$ cat src/rtl/uart_hex_sample_loader.sv
// Parses ASCII hex lines from a UART byte stream into fixed-width samples queued in a FWFT FIFO.
// Define UART_HEX_LOADER_ERRCNT_EN to build the saturating malformed-line counter on err_count.
module uart_hex_sample_loader #(
  parameter int SAMPLE_BITLEN = 24,
  parameter int FIFO_DEPTH    = 16
) (
  input  logic                          clk,
  input  logic                          rst,
  input  logic                          rvalid,
  output logic                          rready,
  input  logic [7:0]                    rdata,
  output logic [SAMPLE_BITLEN-1:0]      sample_out,
  output logic                          sample_valid,
  input  logic                          sample_ready,
  output logic                          line_err,
  output logic [15:0]                   err_count,
  output logic [$clog2(FIFO_DEPTH):0]   fifo_level
);

  localparam int ND = SAMPLE_BITLEN / 4;
  localparam int CW = $clog2(ND + 1);
  localparam int AW = $clog2(FIFO_DEPTH);
  localparam int LW = AW + 1;

  typedef enum logic [1:0] {IDLE, DIGITS, WAIT_EOL, DISCARD} state_t;

  state_t                   state;
  logic [CW-1:0]            digit_cnt;
  logic [SAMPLE_BITLEN-1:0] shreg;
  logic [SAMPLE_BITLEN-1:0] mem [FIFO_DEPTH];
  logic [AW-1:0]            wptr;
  logic [AW-1:0]            rptr;
  logic [LW-1:0]            level;
  logic                     accept;
  logic                     is_eol;
  logic                     is_hex;
  logic                     push;
  logic                     pop;
  logic                     fifo_full;
  logic [3:0]               nibble;

  // Letters map via their low ASCII nibble: 'A'/'a' end in 1, plus 9 gives 10.
  always_comb begin
    is_eol = (rdata == 8'h0D) || (rdata == 8'h0A);
    is_hex = 1'b0;
    nibble = 4'h0;
    if (rdata >= 8'h30 && rdata <= 8'h39) begin
      is_hex = 1'b1;
      nibble = rdata[3:0];
    end else if ((rdata >= 8'h41 && rdata <= 8'h46) || (rdata >= 8'h61 && rdata <= 8'h66)) begin
      is_hex = 1'b1;
      nibble = rdata[3:0] + 4'd9;
    end
  end

  // Only a completed line waiting on a full FIFO applies backpressure.
  assign fifo_full    = (level == LW'(FIFO_DEPTH));
  assign rready       = !((state == WAIT_EOL) && fifo_full);
  assign accept       = rvalid && rready;
  assign push         = accept && (state == WAIT_EOL) && is_eol;
  assign sample_valid = (level != '0);
  assign pop          = sample_valid && sample_ready;
  assign sample_out   = mem[rptr];
  assign fifo_level   = level;

  always_ff @(posedge clk) begin
    if (rst) begin
      state     <= IDLE;
      digit_cnt <= '0;
      shreg     <= '0;
      line_err  <= 1'b0;
    end else begin
      line_err <= 1'b0;
      if (accept) begin
        case (state)
          IDLE: begin
            if (is_hex) begin
              shreg     <= SAMPLE_BITLEN'(nibble);
              digit_cnt <= CW'(1);
              state     <= (ND == 1) ? WAIT_EOL : DIGITS;
            end else if (!is_eol) begin
              line_err <= 1'b1;
              state    <= DISCARD;
            end
          end
          DIGITS: begin
            if (is_hex) begin
              shreg     <= (shreg << 4) | SAMPLE_BITLEN'(nibble);
              digit_cnt <= digit_cnt + CW'(1);
              if (digit_cnt == CW'(ND - 1))
                state <= WAIT_EOL;
            end else begin
              line_err  <= 1'b1;
              digit_cnt <= '0;
              state     <= is_eol ? IDLE : DISCARD;
            end
          end
          WAIT_EOL: begin
            digit_cnt <= '0;
            if (is_eol) begin
              state <= IDLE;
            end else begin
              line_err <= 1'b1;
              state    <= DISCARD;
            end
          end
          DISCARD: begin
            if (is_eol)
              state <= IDLE;
          end
          default: state <= IDLE;
        endcase
      end
    end
  end

  // Storage is left unreset; level alone decides whether the head is meaningful.
  always_ff @(posedge clk) begin
    if (push)
      mem[wptr] <= shreg;
  end

  always_ff @(posedge clk) begin
    if (rst) begin
      wptr  <= '0;
      rptr  <= '0;
      level <= '0;
    end else begin
      if (push)
        wptr <= wptr + AW'(1);
      if (pop)
        rptr <= rptr + AW'(1);
      case ({push, pop})
        2'b10:   level <= level + LW'(1);
        2'b01:   level <= level - LW'(1);
        default: level <= level;
      endcase
    end
  end

`ifdef UART_HEX_LOADER_ERRCNT_EN
  logic [15:0] err_cnt_q;

  always_ff @(posedge clk) begin
    if (rst)
      err_cnt_q <= 16'h0000;
    else if (line_err && err_cnt_q != 16'hFFFF)
      err_cnt_q <= err_cnt_q + 16'd1;
  end

  assign err_count = err_cnt_q;
`else
  assign err_count = 16'h0000;
`endif

endmodule
$ cat config.mk
export PLATFORM = sky130hd
export DESIGN_NAME = uart_hex_sample_loader
export DESIGN_NICKNAME = d
export VERILOG_FILES = /design/src/rtl/uart_hex_sample_loader.sv
export SDC_FILE = /design/constraint.sdc
export NUM_CORES = 1
export LEC_CHECK = 0
export BUFFER_PORTS_ARGS = -buffer_cell sky130_fd_sc_hd__buf_2
export CAP_MARGIN = 30
export CORE_MARGIN = 2
export CORE_UTILIZATION = 35
export CTS_CLUSTER_SIZE = 40
export DETAILED_ROUTE_END_ITERATION = 6
export PLACE_DENSITY = 0.51
export SLEW_MARGIN = 15
export SYNTH_ARGS = -nofsm -noshare
export SYNTH_HDL_FRONTEND = slang
export SYNTH_SLANG_ARGS = --single-unit
$ cat constraint.sdc
create_clock -name clk -period 5.1 [get_ports clk]
set_clock_uncertainty 0.15 [all_clocks]
set_input_delay 0.51 -clock clk [delete_from_list [all_inputs] [get_ports clk]]
set_output_delay 0.51 -clock clk [all_outputs]
set_load 0.01 [all_outputs]
==> reports/summary.txt, run 1 <==
Vias in the first global route: 8354
Residual DRC: 0
Slowest cell on the critical path: dfxtp_4
CTS Root Cell: clkbuf_16
Terminating pin of the worst hold path: shreg[1]
# hold bufs at CTS: 0
Worst-Skew Late Latency: 560 ps
GRT overflow: 0
Final setup fails: 0
Total core area: 47800 um^2
CP startpoint kind: flop
Top cell type by total area after synthesis: edfxtp_1
Cts repair resizes: 0
Initial antenna violation count: 0
Tmin final: 3630 ps
Most frequent CP cell: mux4_2
GRT met2 Usage: 0.228
Reg2reg start: state[0]
CP peak stage delay: 740 ps
Post-layout util: 0.412
Hold path start: rdata[1]
Die width: 225 um
Vias post-DR: 7942
Maximum fanout along the worst path: 39
Synth warnings: 0
Syn Area/Cell: 20.4 um^2
Clock sinks: 431
ANT cells: 0
Synth Instances: 834
Static Leakage: 6.17 nW
GP Congestion: 0.742
Io pins: 60
Gr busiest metal: met2
Site Rows: 80
Post-synth EDFFs: 384
Fillcell total: 4210
Drt initial violations: 591
Initial Utilization: 0.356
Max Buffers Root-to-Sink: 3
Slew HR: 0.385
Max Fclk: 275 MHz
CP cell instances: buf_12 -> mux4_2 -> mux4_2 -> buf_2
Post-synthesis instance area: 17000 um^2
H-tree depth: 2
Seq cells post-synth: 431
Final hold vios: 0
Sequential fraction of the synthesis area: 0.732
WHS: 201 ps
Least-Margin Pin Slew: 922 ps
Synth top area cells: edfxtp_1 (68%), mux4_2 (16%), dfxtp_1 (5.5%), ha_1 (1.4%), nor2_1 (1.2%)
Synth-to-Final Area Change: 15.6%
RSZ-0062 raised after global routing: no
CTS tree: built
Met1 usage: 0.203
Largest net degree at the start of global routing: 53
Worst r2r dst: fifo_level[4]
Die area: 50500 um^2
Setup_tns: 0 ps
Nets: 934
Post CTS Setup Buffer Count: 0
PwrDens: 353 nW/um^2
Maxcap violations: 0
Dpl cells: 1466
Layout cell share with drive strength beyond 1: 0.310
Worst VDD drop: 0.195 mV
Post-Layout Cell Count: 1553
Drt via density: 5.11
Setup CP Type: flop to primary output
Worst Hold Path Cells: 3
Global-route wire length before repair: 53400 um
Crit. End Element: primary output
R2R Setup Slk: 1570 ps
Count leader, synth: edfxtp_1
Fraction of registers with async set or reset after synthesis: 0
Netlist cell types: 60
# port buffers: 43
Max Slew Vio Count: 0
Final Cycle Share: 0.713
Crit path DAT: 2970 ps
Hold Crit Class: input pin to flop
Total power: 6.95 mW
CTS Buf Count: 45
Prevailing post-synth register cell: edfxtp_1
Final ANT Viol Nets: 0
Die height: 225 um
Wirelength, routed: 35100 um
Worst Reg-to-Reg Cells: 14
Top-area cell type share of the netlist area: 0.677
Worst EP required: 4440 ps
Total track usage: 0.143
Status: completed
Top cell types by occurrence after synthesis: edfxtp_1 (384), mux4_2 (120), nor2_1 (55)
DPL Wire Length: 20500 um
Initial DRT Pass Iterations: 4
DR WL/cell: 22.6 um
Met3 Usage GRT: 0.0260
CTS clock-pin slew for the worst setup and hold paths: 60 ps
report_power, final:
group / switching, mW / internal [mW]
Clock: 1.31 / 1.75
Combinational: 0.0560 / 0.0312
Sequential: 0.00796 / 3.79
Total: 1.37 / 5.57
worst max-delay path by stage:
stage | start | end | slack [ps] | cells after the start
3_3_place_gp | rdata[7] | fifo_level[4] | 1250 | 13
3_5_place_dp | rdata[7] | fifo_level[4] | 1210 | 13
4_1_cts | flop | sample_out[23] | 1350 | 4
5_1_grt | flop | sample_out[15] | 1260 | 4
6_report | flop | sample_out[16] | 1470 | 4
2_1_floorplan | rdata[7] | mem[2][0] | 1110 | 6
sequential cells by signal (all words and copies together) (netlist names), named ones only:
signal,flops
shreg,24
mem,384
line_err,1
digit_cnt,3
state,2
rptr,4
wptr,4
fifo_level,5
cells in the final DEF (no fill, tap or decap), types with 4 or more instances in the layout:
cell type,n
mux4_2,120
clkbuf_1,13
clkbuf_8,5
a21oi_1,12
a22oi_1,20
clkbuf_16,45
buf_4,9
nand2b_1,4
conb_1,16
nor2_4,12
mux2i_1,5
clkinv_2,6
buf_16,11
buf_12,4
edfxtp_1,384
o21ai_0,5
nor3_2,4
nand2_1,9
buf_2,43
nand3_1,5
nor2_1,43
dfxtp_1,43
clkinv_1,8
inv_1,14
xor2_1,8
ha_1,19
logic make-up after synthesis:
| family | share of synthesized area |
|---|---|
| buf+inv | 0.0234 |
| simple gates | 0.0311 |
| compound gates | 0.0321 |
| flops | 0.732 |
| xor+xnor | 0.00566 |
| fa+ha+maj | 0.0140 |
| other cells | 0.000220 |
| mux | 0.162 |
cell type report:
| class | instances | area (um^2) | share of cell area |
|---|---|---|---|
| tap | 615 | 769 | 0.0391 |
| clock inverter | 19 | 124 | 0.00629 |
| sequential | 431 | 12500 | 0.634 |
| timing repair buffer | 68 | 681 | 0.0346 |
| multi-input combinational | 343 | 4340 | 0.220 |
| inverter | 14 | 52.6 | 0.00267 |
| clock buffer | 63 | 1240 | 0.0632 |
routing by layer:
layer / up-vias / share of wire
met5: - / 0
met4: 0 / 0.018
met3: 46 / 0.039
met2: 124 / 0.48
met1: 4234 / 0.46
li1: 3538 / -
critical path, delay by kind of cell, from the launching register on:
family | cells | cell delay (ps)
buffers and inverters | 2 | 540
muxes | 2 | 1090
DFF | 1 | 740
through the flow:
stage / worst slack [ps] / cell area, um^2
after floorplan: 1110 / 17100
after global placement: 1250 / 18000
after detailed placement: 1210 / 18200
after CTS: 1350 / 19600
after global routing: 1260 / 19700
final: 1470 / 19700
Power figures use the tool's default switching activity.
==> inputs of run 2 (changes only) <==
Settings changed: ABC_AREA set to 1, PLACE_DENSITY 0.51 to 0.53.
Clock period 5.1 ns to 3 ns, I/O delays scaled along.
==> run 2 against run 1 <==
Worst hold slack worse by 150 ps. Register-to-register slack worse by 1300 ps. Highest routed layer unchanged. Utilization down 0.054 points. Setup slack worse by 1300 ps. Wire length up 19%. Area after synthesis up 4.8%.
==> reports/summary.txt, run 2 <==
ANT cells: 0 (unchanged)
Clock sinks: 431 (unchanged)
Sequential fraction of the synthesis area: 0.698 (-0.0338)
Synth warnings: 0 (unchanged)
Seq pwr share: 0.422 (-0.125)
DPL Wire Length: 23100 um (+12%)
Pint: 11.2 mW (+100%)
Initial DRT Pass Iterations: 5 (+1)
Post-synthesis instance area: 17900 um^2 (+4.8%)
Drt via density: 4.95 (-3.2%)
Max Slew Vio Count: 0 (unchanged)
Crit. End Element: primary output
Initial Utilization: 0.355 (-0.000792)
Synth top area cells: edfxtp_1 (65%), dfxtp_1 (5.3%), mux2i_1 (5.2%), o211ai_1 (4.0%), a21oi_1 (3.7%)
Top-area cell type share of the netlist area: 0.646 (-0.0312)
GRT overflow: 0 (unchanged)
Static Leakage: 7.16 nW (+16%)
Final hold vios: 0 (unchanged)
Simple-Gate Fraction of Synth Area: 0.0569 (+0.0258)
Final ANT Viol Nets: 0 (unchanged)
Global-route wire length before repair: 63800 um (+19%)
Layout cell share with drive strength beyond 1: 0.131 (-0.179)
Place WS: 91.9 ps (-1120 ps)
Total track usage: 0.158 (+0.0151)
Worst-Skew Late Latency: 570 ps (about the same)
GP Congestion: 0.784 (+5.6%)
H-tree depth: 2 (unchanged)
Vias post-DR: 10600 (+34%)
Top reg by flops: mem
Synth Area in Compound Gates: 0.117 (+0.0845)
RSZ-0062 raised after global routing: no
Worst Reg-to-Reg Cells: 17 (+3)
Initial antenna violation count: 0 (unchanged)
Max Fclk: 349 MHz
Most common cell after layout, fill and taps aside: edfxtp_1
Least-Margin Pin Slew: 754 ps (-168 ps)
Prevailing post-synth register cell: edfxtp_1
Top cell type by total area after synthesis: edfxtp_1
CTS tree: built
Post-synthesis mux area share: 0.0521 (-0.109)
Maximum fanout along the worst path: 93 (+140%)
Nets: 1471 (+57%)
Die width: 230 um (+2.4%)
Syn Area/Cell: 13.0 um^2 (-37%)
Site Rows: 82 (+2.5%)
Worst EP required: 2550 ps (-1890 ps)
# port buffers: 43 (unchanged)
Worst Setup Slack, final: 136 ps (-1330 ps)
Combinational Power Share: 0.224 (+0.211)
Post-synth EDFFs: 384 (unchanged)
CTS Root Cell: clkbuf_16
Reg2reg start: state[0]
PwrDens: 765 nW/um^2 (+120%)
Residual DRC: 0 (unchanged)
Netlist cell types: 32 (-47%)
Die height: 230 um (+2.4%)
Largest net degree at the start of global routing: 94 (+77%)
Most frequent cells in the layout: edfxtp_1 (384), a21oi_1 (133), o21ai_0 (133), inv_1 (133), nand2_1 (122)
Final Cycle Share: 0.955
Synth Area in Adders: 0.0133 (-0.000644)
Crit path DAT: 2410 ps (-560 ps)
Synth Instances: 1379 (+65%)
Sw power: 4.64 mW (+240%)
Setup_tns: 0 ps (unchanged)
Tmin final: 2860 ps
Hold Crit Class: input pin to flop
Area of the multi-input gates: 4500 um^2 (+3.7%)
Vias in the first global route: 10400 (+25%)
Drt initial violations: 790 (+34%)
CTS Buf Count: 46 (+2.2%)
R2R Setup Slk: 280 ps (-1290 ps)
DR WL/cell: 19.5 um (-14%)
Top cell types by occurrence after synthesis: edfxtp_1 (384), inv_1 (134), a21oi_1 (133), o21ai_0 (133), nand2_1 (122)
Slew HR: 0.497 (+0.111)
Clk pwr share: 0.354 (-0.086)
CP startpoint kind: flop
Maxcap violations: 0 (unchanged)
Wirelength, routed: 41800 um (+19%)
Die area: 52900 um^2 (+4.8%)
Net Sw Frac: 0.293 (+0.0958)
CTS clock-pin slew for the worst setup and hold paths: 60 ps (about the same)
XOR/XNOR Fraction of Synth Area: 0.00294 (-0.00271)
Total core area: 50300 um^2 (+5.1%)
Status: completed
Fraction of registers with async set or reset after synthesis: 0 (unchanged)
Fillcell total: 4745 (+13%)
Setup CP Type: flop to primary output
Count leader, synth: edfxtp_1
Worst r2r dst: fifo_level[4]
Largest family of logic cells by synthesized area: compound AO/OA/AOI/OAI gates
Seq cells post-synth: 431 (unchanged)
Critical Path Sink: sample_out[4]
Max reg flops: 384 (unchanged)
Sequential cell area: 12500 um^2 (about the same)
Synth-to-Final Area Change: 15.7% (about the same)
Worst VDD drop: 0.470 mV (+140%)
Max Buffers Root-to-Sink: 3 (unchanged)
Final setup fails: 0 (unchanged)
Io pins: 60 (unchanged)
[run 2: kinds of logic after synthesis]
group / count (synthesis)
DFF: 431
and+or+nand+nor: 232
adders and majority gates: 19
xor gates and xnor gates: 6
buffers and inverters: 231
muxes: 93
AOI/OAI and AO/OA: 366
other: 1
[run 2: final cells by class]
| cell class | count | area share |
|---|---|---|
| flip-flops and latches | 431 | 0.604 |
| multi-input cells | 732 | 0.218 |
| clock buffers | 61 | 0.0630 |
| well taps | 672 | 0.0407 |
| repair buffers | 91 | 0.0398 |
| inverters | 138 | 0.0251 |
| clock inverters | 25 | 0.00963 |
[run 2: how the worst min path moves through the flow]
stage                         from       end  slack (ps)  cells past startpoint
after floorplan            rptr[2]      flop         280                      1
after global placement     rptr[2]      flop         330                      1
after detailed placement   rptr[2]      flop         320                      1
after CTS                 rdata[3]  shreg[3]          30                      5
after global routing      rdata[3]  shreg[3]          80                      5
final                     rdata[3]  shreg[3]          60                      5
[run 2: per-stage QoR]
stage	hold WS (ps)	instances	power (mW)	utilization	cell area, um^2
after floorplan	284	1394	9.29	-	17900
after global placement	327	2061	10.3	0.381	19100
after detailed placement	323	2061	10.4	0.381	19100
after CTS	34.8	2149	16.0	0.411	20700
after global routing	80.7	2150	16.6	0.411	20700
final	55.4	2150	15.8	0.411	20700
[run 2: timing repair]
action | 4_1_cts | 5_1_grt
setup endpoints to repair | 0 | 7
resized for setup | 0 | 1
hold buffers | 2 | 0
setup buffers | 0 | 1
endpoints found under the hold margin | 4 | 0
[run 2: critical path, cell delays in order (launching register included)]
cell      delay (ps)
dfxtp_4          440
inv_2            100
buf_12           370
o21ai_0          170
o211ai_1         330
nand2_1          160
buf_2            180
[run 2: per-layer routing]
metal  vias up  GRT usage  routed length [um]
met1      5298      0.224               19600
met2       200      0.252               19500
li1       5084          -                   -
met4         0     0.0464                 912
met5         -          0                   0
met3        63     0.0249                1720
[run 2: power groups by stage]
stage                     clock network, mW  registers (mW)  logic [mW]
after global placement                    0            6.82        3.53
after floorplan                           0            6.69        2.60
after detailed placement                  0            6.82        3.54
final                                  5.60            6.67        3.54
after global routing                   5.95            6.69        3.95
after CTS                              5.73            6.69        3.55
